$ cat src/rtl/shreg_fifo_arb_ctrl_pkg.sv
// Shared types and helpers for the shift-register FIFO controller.
// The oldest entry sits at index count-1 of the shift chain.
package shreg_fifo_pkg;

  localparam int DEPTH = 8;

  typedef logic [0:0] req_idx_t;

  function automatic int cnt2pc(input int cnt);
    return (cnt > 0) ? cnt - 1 : 0;
  endfunction

endpackage

$ cat src/rtl/shreg_fifo_arb_ctrl_if.sv
// Write-arbitration and read-handshake bundle between the FIFO controller and its users.
// The master modport is the user side; the slave modport is the controller.
interface shreg_fifo_arb_ctrl_if
  import shreg_fifo_pkg::*;
#(
  parameter int PTR_W = $clog2(shreg_fifo_pkg::DEPTH),
  parameter int CNT_W = $clog2(shreg_fifo_pkg::DEPTH + 1)
);
  logic [1:0]       wr_valid;
  logic [1:0]       wr_grant;
  req_idx_t         wr_sel;
  logic             push_out;
  logic             rd_valid;
  logic             rd_ready;
  logic [PTR_W-1:0] pc;
  logic [CNT_W-1:0] count;
  logic             full;
  logic             empty;
  logic             almost_full;
  logic             almost_empty;
  logic             flush;

  modport master (
    output wr_valid, rd_ready, flush,
    input  wr_grant, wr_sel, push_out, rd_valid, pc, count,
           full, empty, almost_full, almost_empty
  );

  modport slave (
    input  wr_valid, rd_ready, flush,
    output wr_grant, wr_sel, push_out, rd_valid, pc, count,
           full, empty, almost_full, almost_empty
  );
endinterface

$ cat src/rtl/shreg_fifo_arb_ctrl_rr_arb2.sv
// Two-requester round-robin arbiter; winner is combinational, pointer moves only on advance.
// No backpressure of its own: the caller decides when a grant fires.
module rr_arb2
  import shreg_fifo_pkg::*;
(
  input  logic       clk,
  input  logic       reset,
  input  logic [1:0] req,
  input  logic       advance,
  output req_idx_t   winner,
  output logic       valid
);
  req_idx_t prio_q;

  always_comb begin
    winner = prio_q;
    if (req == 2'b01) winner = 1'b0;
    else if (req == 2'b10) winner = 1'b1;
  end

  assign valid = |req;

  // Pointer names the requester that wins the next tie.
  always_ff @(posedge clk or negedge reset) begin
    if (!reset) prio_q <= '0;
    else if (advance) prio_q <= ~winner;
  end
endmodule

$ cat src/rtl/shreg_fifo_arb_ctrl.sv
// Controller for the serial_reg/param_mux FIFO: arbitrates two writers, tracks occupancy and pc.
// Write fires same cycle as grant; when full, a grant needs a same-cycle pop (rd_ready -> wr_grant path).
module shreg_fifo_arb_ctrl #(
  parameter int DEPTH    = shreg_fifo_pkg::DEPTH,
  parameter int PTR_W    = $clog2(DEPTH),
  parameter int CNT_W    = $clog2(DEPTH + 1),
  parameter int AF_LEVEL = DEPTH - 2,
  parameter int AE_LEVEL = 2
) (
  input logic                 clk,
  input logic                 reset,
  shreg_fifo_arb_ctrl_if.slave bus
);
  import shreg_fifo_pkg::*;

  logic [CNT_W-1:0] cnt_q, cnt_nxt;
  logic [PTR_W-1:0] pc_q;
  logic             full_q, empty_q, af_q, ae_q;
  req_idx_t         winner, sel_q;
  logic             arb_vld, rd_fire, space, push, grant_en;

  assign rd_fire  = !empty_q & bus.rd_ready & !bus.flush;
  assign space    = !full_q | rd_fire;
  assign grant_en = arb_vld & space & !bus.flush & reset;

  assign bus.wr_grant = grant_en ? (2'b01 << winner) : 2'b00;
  assign push         = |(bus.wr_valid & bus.wr_grant);
  assign bus.push_out = push;
  // Hold the source select when idle so the D_in mux does not toggle.
  assign bus.wr_sel   = arb_vld ? winner : sel_q;

  rr_arb2 u_arb (
    .clk     (clk),
    .reset   (reset),
    .req     (bus.wr_valid),
    .advance (push),
    .winner  (winner),
    .valid   (arb_vld)
  );

  always_comb begin
    cnt_nxt = cnt_q;
    if (bus.flush) begin
      cnt_nxt = '0;
    end else begin
      case ({push, rd_fire})
        2'b10:   cnt_nxt = cnt_q + 1'b1;
        2'b01:   cnt_nxt = cnt_q - 1'b1;
        default: cnt_nxt = cnt_q;
      endcase
    end
  end

  // Flags and pc come from the next count so they move on the same edge as count.
  always_ff @(posedge clk or negedge reset) begin
    if (!reset) begin
      cnt_q   <= '0;
      pc_q    <= '0;
      full_q  <= 1'b0;
      empty_q <= 1'b1;
      af_q    <= 1'b0;
      ae_q    <= 1'b1;
      sel_q   <= '0;
    end else begin
      cnt_q   <= cnt_nxt;
      pc_q    <= PTR_W'(cnt2pc(int'(cnt_nxt)));
      full_q  <= (cnt_nxt == CNT_W'(DEPTH));
      empty_q <= (cnt_nxt == '0);
      af_q    <= (cnt_nxt >= CNT_W'(AF_LEVEL));
      ae_q    <= (cnt_nxt <= CNT_W'(AE_LEVEL));
      sel_q   <= bus.wr_sel;
    end
  end

  assign bus.count        = cnt_q;
  assign bus.pc           = pc_q;
  assign bus.full         = full_q;
  assign bus.empty        = empty_q;
  assign bus.almost_full  = af_q;
  assign bus.almost_empty = ae_q;
  assign bus.rd_valid     = !empty_q;

  a_legal_state: assert property (@(posedge clk) disable iff (!reset)
    (cnt_q <= CNT_W'(DEPTH)) && $onehot0(bus.wr_grant));
endmodule

$ cat src/flat_wrapper.sv
// flat-port wrapper written by rule: the top's interface ports become plain ports
module shreg_fifo_arb_ctrl_flat import shreg_fifo_pkg::*;
#(
  parameter int DEPTH    = shreg_fifo_pkg::DEPTH,
  parameter int PTR_W    = $clog2(DEPTH),
  parameter int CNT_W    = $clog2(DEPTH + 1),
  parameter int AF_LEVEL = DEPTH - 2,
  parameter int AE_LEVEL = 2
)
  (clk, reset, bus_wr_valid, bus_rd_ready, bus_flush, bus_wr_grant, bus_wr_sel, bus_push_out, bus_rd_valid, bus_pc, bus_count, bus_full, bus_empty, bus_almost_full, bus_almost_empty);
  shreg_fifo_arb_ctrl_if #(.PTR_W(PTR_W), .CNT_W(CNT_W)) bus_i ();
  input logic clk;
  input logic reset;
  input wire logic [$bits(bus_i.wr_valid)-1:0] bus_wr_valid;
  input wire logic [$bits(bus_i.rd_ready)-1:0] bus_rd_ready;
  input wire logic [$bits(bus_i.flush)-1:0] bus_flush;
  output wire logic [$bits(bus_i.wr_grant)-1:0] bus_wr_grant;
  output wire logic [$bits(bus_i.wr_sel)-1:0] bus_wr_sel;
  output wire logic [$bits(bus_i.push_out)-1:0] bus_push_out;
  output wire logic [$bits(bus_i.rd_valid)-1:0] bus_rd_valid;
  output wire logic [$bits(bus_i.pc)-1:0] bus_pc;
  output wire logic [$bits(bus_i.count)-1:0] bus_count;
  output wire logic [$bits(bus_i.full)-1:0] bus_full;
  output wire logic [$bits(bus_i.empty)-1:0] bus_empty;
  output wire logic [$bits(bus_i.almost_full)-1:0] bus_almost_full;
  output wire logic [$bits(bus_i.almost_empty)-1:0] bus_almost_empty;
  assign bus_i.wr_valid = bus_wr_valid;
  assign bus_i.rd_ready = bus_rd_ready;
  assign bus_i.flush = bus_flush;
  assign bus_wr_grant = bus_i.wr_grant;
  assign bus_wr_sel = bus_i.wr_sel;
  assign bus_push_out = bus_i.push_out;
  assign bus_rd_valid = bus_i.rd_valid;
  assign bus_pc = bus_i.pc;
  assign bus_count = bus_i.count;
  assign bus_full = bus_i.full;
  assign bus_empty = bus_i.empty;
  assign bus_almost_full = bus_i.almost_full;
  assign bus_almost_empty = bus_i.almost_empty;
  shreg_fifo_arb_ctrl #(.DEPTH(DEPTH), .PTR_W(PTR_W), .CNT_W(CNT_W), .AF_LEVEL(AF_LEVEL), .AE_LEVEL(AE_LEVEL)) u_core (.clk(clk), .reset(reset), .bus(bus_i));
endmodule
$ cat config.mk
export PLATFORM = sky130hd
export DESIGN_NAME = shreg_fifo_arb_ctrl_flat
export DESIGN_NICKNAME = d
export VERILOG_FILES = /design/src/rtl/shreg_fifo_arb_ctrl_pkg.sv /design/src/rtl/shreg_fifo_arb_ctrl_if.sv /design/src/rtl/shreg_fifo_arb_ctrl_rr_arb2.sv /design/src/rtl/shreg_fifo_arb_ctrl.sv /design/src/flat_wrapper.sv
export SDC_FILE = /design/constraint.sdc
export NUM_CORES = 1
export LEC_CHECK = 0
export ABC_CLOCK_PERIOD_IN_PS = 3100
export CAP_MARGIN = 5
export CORE_ASPECT_RATIO = 1.4
export CORE_MARGIN = 2
export CORE_UTILIZATION = 40
export DETAILED_ROUTE_END_ITERATION = 10
export GPL_ROUTABILITY_DRIVEN = 1
export PLACE_DENSITY_LB_ADDON = 0.12
export SETUP_SLACK_MARGIN = 0.2
export SYNTH_ARGS = -nofsm -noshare
export SYNTH_HDL_FRONTEND = slang
export SYNTH_SLANG_ARGS = --single-unit
$ cat constraint.sdc
create_clock -name clk -period 3.1 [get_ports clk]
set_input_delay 0.31 -clock clk [delete_from_list [all_inputs] [get_ports clk]]
set_output_delay 0.31 -clock clk [all_outputs]
set_load 0.005 [all_outputs]
==> impl_metrics.yaml <==
power:
  powerDensity_mw_per_mm2: 387
  finalPower_mw: 0.450
  leakagePower_nw: 0.517
  ir_drop_v: 0.000382
worst_setup_path:
  r2r_start: "u_core.bus.empty"
  r2r_slack_ns: 0.49
  critPathCaptureType: "register"
  r2r_end: "u_core.bus.pc[0]"
  crit_fanout: 13
  worstPathArrival_ns: 2.92
  critPathKind: "input pin to register"
  worstSetupStartpointType: "input pin"
  crit_required_ns: 3.25
  ff2ff_path_depth: 10
logic_synthesis:
  yosysMostFrequentCell: "dfrtp_1"
  netlist_instances: 72
  syn-num-nets: 82
  synthArstFlopShare: 1.00
  ys_types: 34
  synth_edf_count: 0
  synthesis.area_um2: 752
  synth_common_cells: "dfrtp_1, nor2_1, a21oi_1"
  yosys-top-cells-area: "dfrtp_1, dfstp_2, ha_1, mux2i_1, nor2_1"
  synth.ff_latch_count: 13
  synthDominantCellAreaShare: 0.366
  yosysSeqAreaShare: 0.436
  yosysWarningCount: 0
  ys.flop_type: "dfrtp_1"
  avgSynthCellArea_um2: 10.4
  synth_top_area_cell: "dfrtp_1"
finish:
  fin_nets: 119
  syn_to_final_growth_pct: 54.9
  drive_gt1_frac: 0.287
  finish.utilization: 0.655
  antennaDiodeCount: 0
  stdcell_area_mm2: 0.00116
  nFillCells: 147
sta:
  rsz0062_at_grt: "no"
  finalSetupViolations: 0
  hold_violations: 0
  relSlewSlack: 0.775
  tightest_slew_ns: 0.328
  fmax_mhz: 361
  fin_crit_ns: 2.77
  hold_slack_ns: 0.388
  min_period_over_period: 0.894
  final-max-slew-violation-count: 0
  finClkSkew_ns: 0.00193
routing:
  drt_iter0_drc: 12
  wl_per_cell_um: 13.4
  first_pass_iters: 4
  routed-via-count: 690
  drc_errors: 0
  vias_per_cell: 5.39
  finalWirelength_um: 1710
  ant_nets: 0
floorplan:
  rows: 18
  dieArea_mm2: 0.00225
  die_y_um: 55.3
  start_util: 0.423
  die_w_um: 40.6
  io-pin-count: 22
  coreArea_mm2: 0.00178
place:
  placed_area_mm2: 0.00106
  globalplace.congestion: 0.730
  port_buffers: 21
  place_hpwl_um: 1340
clocking:
  htree_num_levels: 1
  insertion_delay_ns: 0.27
  cts_tree: "done"
  root_buffer: "clkbuf_4"
  cts-buffers-inserted: 3
  cts_buffer_depth: 2
  cts.sinks: 13
  path_clk_slew_ns: 0.08
global_routing:
  grt_util_all_layers: 0.176
  grt_pass1_vias: 649
  antenna_found_initial: 0
  grt_pass1_wl_um: 2800
  grt_max_degree: 14
  grt_overflow: 0
job:
  cap_violations: 0
worst_hold_path:
  hold_class: "input pin to async pin"
status:
  outcome: "finished, final reports clean"
## layer usage
metal / track usage / vias to the layer above / share of wire
met3: 0.0361 / 2 / 0.037
met5: 0 / - / 0
li1: - / 330 / -
met4: 0.0571 / 0 / 0.0058
met1: 0.238 / 336 / 0.39
met2: 0.272 / 22 / 0.57
## cells by family (layout without fill, tap and decap cells)
kind of cell	after synthesis	after routing	share of synthesized area
AOI/OAI and AO/OA	16	16	0.178
DFF	13	13	0.436
muxes	4	4	0.0549
and+or+nand+nor	26	26	0.188
buffers and inverters	6	42	0.0316
adders and majority gates	4	4	0.0765
xor gates and xnor gates	3	3	0.0349
## worst max path at each step
| stage | slack (ns) | cells past startpoint | start | end |
|---|---|---|---|---|
| 3_3_place_gp | -0.09 | 11 | bus_flush | u_core.bus.pc[0] |
| 3_5_place_dp | -0.17 | 10 | bus_rd_ready | u_core.bus.pc[0] |
| 2_1_floorplan | 0.29 | 9 | u_core.bus.empty | u_core.bus.pc[0] |
| 4_1_cts | 0.20 | 12 | bus_rd_ready | u_core.bus.pc[2] |
| 6_report | 0.33 | 12 | bus_flush | u_core.bus.pc[0] |
| 5_1_grt | 0.21 | 12 | bus_flush | u_core.bus.pc[2] |
## power breakdown
part	internal, mW	switching, mW
clock network	0.0478	0.0546
logic	0.0780	0.0668
registers	0.188	0.0154
total	0.313	0.137
## sequential cells by signal (all words and copies together), names as in the netlist
register                 cells
u_core.bus.full              1
u_core.bus.almost_full       1
u_core.bus.count             4
u_core.sel_q                 1
u_core.bus.pc                3
u_core.u_arb.prio_q          1
u_core.bus.almost_empty      1
u_core.bus.empty             1
## worst max-delay path, cell delays in order
cell and delay (ns):
clkdlybuf4s50_1 0.45, buf_6 0.17, nor2b_1 0.11, o221a_2 0.21, inv_2 0.04, ha_1 0.21, ha_1 0.29, or4b_1 0.51
o311a_2 0.17, a211oi_4 0.21, buf_6 0.16, a311oi_2 0.08
## through the flow
step / cells / worst slack, ns / TNS [ns]
CTS: 127 / 0.203 / 0
global placement: 122 / -0.0891 / -0.341
floorplan: 72 / 0.288 / 0
global route: 128 / 0.206 / 0
finish: 128 / 0.329 / 0
detailed placement: 122 / -0.167 / -0.978
## area by class of cell
| type | count | area, um^2 | area share |
|---|---|---|---|
| multi-input combinational | 53 | 454 | 0.390 |
| sequential | 13 | 328 | 0.281 |
| timing repair buffer | 34 | 315 | 0.271 |
| tap | 20 | 25.0 | 0.0215 |
| clock buffer | 3 | 22.5 | 0.0193 |
| inverter | 4 | 15.0 | 0.0129 |
| clock inverter | 1 | 5.00 | 0.00430 |
## cells in the final DEF, fill, tap and decap left out, types with 5 or more instances in the layout
cell,n
dfrtp_1,11
nor2_1,7
clkdlybuf4s50_1,21
a21oi_1,5
buf_4,11
## timing repair
item | 4_1_cts | 5_1_grt
pin swaps | 1 | 1
hold buffers | 0 | 0
gates resized for setup | 2 | 8
setup buffers | 1 | 1
cloned | 0 | 0
setup endpoints to repair | 7 | 8
Note: power is estimated with default switching activity, not from simulation.
